### src/rtl/pe_code_capture_fifo.sv
// pe_code_capture_fifo: captures priority-encoder code events
// into a small FIFO with valid/ready output and drop counting.
module pe_code_capture_fifo #(
  parameter int DEPTH = 4,
  parameter int CNT_W = 8
) (
  input  logic                     clk,
  input  logic                     rst_n,
  input  logic                     y0,
  input  logic                     y1,
  input  logic                     v,
  output logic                     out_valid,
  input  logic                     out_ready,
  output logic [1:0]               out_code,
  output logic [$clog2(DEPTH):0]   count,
  output logic                     full,
  output logic                     empty,
  output logic [CNT_W-1:0]         drop_cnt,
  output logic                     overflow
);

  localparam int AW = $clog2(DEPTH);
  localparam logic [AW:0] DEPTH_C = (AW+1)'(DEPTH);

  logic [1:0]    s_code;
  logic [1:0]    p_code;
  logic          s_v;
  logic          p_v;
  logic [1:0]    mem [DEPTH];
  logic [AW-1:0] wr_ptr;
  logic [AW-1:0] rd_ptr;
  logic [AW:0]   cnt;
  logic          ev;
  logic          pop;
  logic          push;
  logic          drop;

  // a new request is v rising, or the code moving while v stays high
  assign ev   = s_v && (!p_v || (s_code != p_code));
  assign pop  = out_valid && out_ready;
  assign push = ev && (!full || pop);
  assign drop = ev && full && !pop;

  assign empty     = (cnt == '0);
  assign full      = (cnt == DEPTH_C);
  assign out_valid = !empty;
  assign out_code  = mem[rd_ptr];
  assign count     = cnt;

  // two-deep sample pipeline of the encoder outputs
  always_ff @(posedge clk or negedge rst_n) begin
    if (!rst_n) begin
      s_code <= '0;
      p_code <= '0;
      s_v    <= 1'b0;
      p_v    <= 1'b0;
    end else begin
      s_code <= {y1, y0};
      s_v    <= v;
      p_code <= s_code;
      p_v    <= s_v;
    end
  end

  // storage; cleared on reset so the head reads 0 when empty
  always_ff @(posedge clk or negedge rst_n) begin
    if (!rst_n) begin
      for (int i = 0; i < DEPTH; i++) mem[i] <= '0;
    end else if (push) begin
      mem[wr_ptr] <= s_code;
    end
  end

  // pointers wrap naturally at a power-of-two depth
  always_ff @(posedge clk or negedge rst_n) begin
    if (!rst_n) begin
      wr_ptr <= '0;
      rd_ptr <= '0;
      cnt    <= '0;
    end else begin
      if (push) wr_ptr <= wr_ptr + AW'(1);
      if (pop)  rd_ptr <= rd_ptr + AW'(1);
      if (push && !pop)      cnt <= cnt + 1'b1;
      else if (pop && !push) cnt <= cnt - 1'b1;
    end
  end

  // saturating drop counter and sticky overflow flag
  always_ff @(posedge clk or negedge rst_n) begin
    if (!rst_n) begin
      drop_cnt <= '0;
      overflow <= 1'b0;
    end else if (drop) begin
      if (drop_cnt != '1) drop_cnt <= drop_cnt + 1'b1;
      overflow <= 1'b1;
    end
  end

endmodule

### config.mk
export PLATFORM = sky130hd
export DESIGN_NAME = pe_code_capture_fifo
export DESIGN_NICKNAME = d
export VERILOG_FILES = /design/src/rtl/pe_code_capture_fifo.sv
export SDC_FILE = /design/constraint.sdc
export NUM_CORES = 1
export LEC_CHECK = 0
export CAP_MARGIN = 5
export CORE_MARGIN = 2
export CORE_UTILIZATION = 54
export CTS_BUF_LIST = sky130_fd_sc_hd__clkbuf_4 sky130_fd_sc_hd__clkbuf_8
export CTS_CLUSTER_DIAMETER = 50
export DETAILED_ROUTE_END_ITERATION = 10
export PLACE_DENSITY = 0.86
export SLEW_MARGIN = 20
export SYNTH_ARGS = -nofsm -noshare
export SYNTH_HDL_FRONTEND = slang
export SYNTH_SLANG_ARGS = --single-unit
export TNS_END_PERCENT = 1
### constraint.sdc
create_clock -name clk -period 2.9 [get_ports clk]
set_input_delay 0.58 -clock clk [delete_from_list [all_inputs] [get_ports clk]]
set_output_delay 0.58 -clock clk [all_outputs]
set_load 0.01 [all_outputs]
==> results.sh <==
export IMPL_syn_cell_area_sq_um=1394
export IMPL_ir_worst_vdd_uv=849.9
export IMPL_path_max_fanout=7
export IMPL_vias=866
export IMPL_finalInstanceArea_sq_um=1738
export IMPL_setup_viol=0
export IMPL_cts_sink_count=30
export IMPL_power_leakage_nw=0.7895
export IMPL_grt_overflow=0
export IMPL_crit_arrival_ns=1.98
export IMPL_nets=149
export IMPL_finalWorstSetupSlack_ns=0.3367
export IMPL_drc=0
export IMPL_skew_ns=0.01083
export IMPL_rows=18
export IMPL_start_kind="register"
export IMPL_placed_area_sq_um=1674
export IMPL_grt_pass1_vias=836
export IMPL_max_freq_mhz=390.1
export IMPL_postSynthRegisterBits=30
export IMPL_rsz0062_at_grt="false"
export IMPL_port_buffers=22
export IMPL_yosysWarningCount=0
export IMPL_synth_area_leaders="dfrtp_1 (54%), mux2_2 (7.3%), xor2_1 (6.9%)"
export IMPL_post_cts_resize_count=0
export IMPL_synth_ff_type="dfrtp_1"
export IMPL_finalHoldViolations=0
export IMPL_cts_htree_levels=2
export IMPL_cts_root_buf="clkbuf_4"
export IMPL_clk_pin_slew_ns=0.09
export IMPL_start_util=0.5678
export IMPL_path_cells="or3_2, inv_1, clkdlybuf4s50_1"
export IMPL_synth_common_cells="dfrtp_1 (30), xor2_1 (11), mux2_2 (9)"
export IMPL_synth_most_common_cell="dfrtp_1"
export IMPL_num_antenna_cells=0
export IMPL_cts_buffer_depth=2
export IMPL_power_density_nw_per_um2=927.5
export IMPL_gp_congestion=0.7418
export IMPL_synthesis_nets=117
export IMPL_outcome="completed"
export IMPL_cts_tree="yes"
export IMPL_grt_pass1_wl_microns=3726
export IMPL_crit_type="reg2out"
export IMPL_required_ns=2.32
export IMPL_hold_path_class="reg2reg"
export IMPL_maxSlewHeadroom=0.7046
export IMPL_setup_tns_final_ns=0
export IMPL_fp_dieW_microns=54.81
export IMPL_io_pins=23
export IMPL_detail_route_iter0_violations=3
export IMPL_layout_min_cycle_time_ns=2.563
export IMPL_hold_worst_slack_ns=0.4696
export IMPL_yosysSeqAreaShare=0.5386
export IMPL_core_area_sq_um=2455
export IMPL_finalMaxSlewViolations=0
export IMPL_syn_area_per_cell_sq_um=13.40
export IMPL_syn_to_final_growth_pct=24.69
export IMPL_wirelength_microns=2335
export IMPL_grt_usage=0.1861
export IMPL_dp_cells=159
export IMPL_die_h_microns=54.81
export IMPL_max_cap_violations=0
export IMPL_grt_max_degree=31
export IMPL_synth_cells=104
export IMPL_ys_async_sr_fraction=1.000
export IMPL_synth_top_area_cell="dfrtp_1"
export IMPL_dpl_hpwl_microns=1716
export IMPL_tightest_slew_ns=0.4408
export IMPL_cp_end_kind="output pin"
export IMPL_max_stage_delay_ns=0.56
export IMPL_cts_setup_buffers=0
export IMPL_ant_nets=0
export IMPL_synthDistinctLibCells=24
export IMPL_cts_buffers_inserted=5
export IMPL_post_drt_wl_per_cell_microns=13.98
export IMPL_cp_num_buf_inv=2
export IMPL_place_ws_ns=0.1514
export IMPL_final_cells=167
export IMPL_fin_crit_sh=0.8839
export IMPL_first_pass_iters=4
export IMPL_cp_slowest_cell="or3_2"
export IMPL_clk_latency_ns=0.32
export IMPL_layout_drive_gt1_share=0.2044
export IMPL_fp_dieArea_sq_um=3004
export IMPL_netlist_area_leader_share=0.5386
export IMPL_cp_top_family="buffers and inverters"
export IMPL_vias_per_cell=5.186
export IMPL_synth_edf_count=0
export IMPL_antenna_found_initial=0
export IMPL_postCtsHoldBufs=0
## sequential cells by signal, summed over array words and instances (netlist names)
signal	cells
overflow	1
mem	8
p_v	1
p_code	2
wr_ptr	2
rd_ptr	2
s_v	1
s_code	2
drop_cnt	8
count	3
## worst reg2reg max path, stage by stage (launching register included)
cell      delay [ns]
dfrtp_1         0.51
or4b_4          0.62
nand2b_1        0.11
inv_1           0.05
ha_1            0.21
inv_1           0.07
fa_1            0.40
mux2_2          0.27
## stage by stage
stage / total power [W] / util
after floorplan: 0.001071 / -
after global placement: 0.001331 / 0.6820
after detailed placement: 0.001362 / 0.6820
after CTS: 0.001635 / 0.7080
after global routing: 0.001733 / 0.7080
final: 0.001612 / 0.7080
## cells by family (layout without fill, tap and decap cells)
kind of cell / Yosys count / in the layout / synth area share
AOI/OAI and AO/OA: 2 / 2 / 0.02783
muxes: 13 / 13 / 0.1212
adders and majority gates: 7 / 7 / 0.06822
buffers and inverters: 6 / 39 / 0.01616
xor gates and xnor gates: 15 / 15 / 0.09425
DFF: 30 / 30 / 0.5386
and+or+nand+nor: 31 / 31 / 0.1338
## report_power, final
group / leakage, nW / total, W / internal [W] / switching, W
logic: 0.386 / 0.000636 / 0.000399 / 0.000237
clock network: 0.0387 / 0.000265 / 0.000127 / 0.000138
registers: 0.365 / 0.000711 / 0.000559 / 0.000151
total: 0.790 / 0.00161 / 0.00108 / 0.000527
## cell usage in the layout (no fill, tap or decap), types with 2 or more instances in the layout
| master | n |
|---|---|
| buf_4 | 3 |
| clkdlybuf4s50_1 | 22 |
| dfrtp_1 | 30 |
| nand3_1 | 3 |
| xor2_1 | 11 |
| mux2_2 | 9 |
| ha_1 | 6 |
| nor2_1 | 6 |
| nand2_1 | 8 |
| nor4_1 | 3 |
| mux4_2 | 2 |
| inv_1 | 6 |
| nor3_1 | 2 |
| mux2_1 | 2 |
| xnor2_1 | 4 |
| clkbuf_4 | 6 |
| nor3b_1 | 2 |
## routing by layer
metal  vias to the layer above  global-route usage  wire length [microns]
li1                        424                   -                      -
met1                       421              0.2176                   1009
met2                        16              0.2996                   1181
met3                         5             0.07104                    100
met4                         0             0.08750                     44
met5                         -                   0                      0
## worst paths after layout
kind	from	end	slack [ns]	cells after the start
setup reg to reg	count[0]$_DFFE_PN0P_	count[1]$_DFFE_PN0P_	0.57	7
min in group asynchronous	rst_n	drop_cnt[3]$_DFFE_PN0P_	0.63	2
max in group asynchronous	rst_n	rd_ptr[0]$_DFFE_PN0N_	1.99	2
hold reg to reg	overflow$_DFFE_PN0P_	overflow$_DFFE_PN0P_	0.47	1
hold / removal	overflow$_DFFE_PN0P_	overflow$_DFFE_PN0P_	0.47	1
setup / recovery	count[0]$_DFFE_PN0P_	empty	0.34	3
## final cells by class
class,instances,area [sq um]
clock buffers,7,58.81
fillers,186,716.9
inverters,6,22.52
well taps,30,37.54
repair buffers,25,242.7
multi-input cells,68,620.6
clock inverters,1,5.005
flip-flops and latches,30,750.7
No activity file was read; power rests on OpenSTA's default activity.
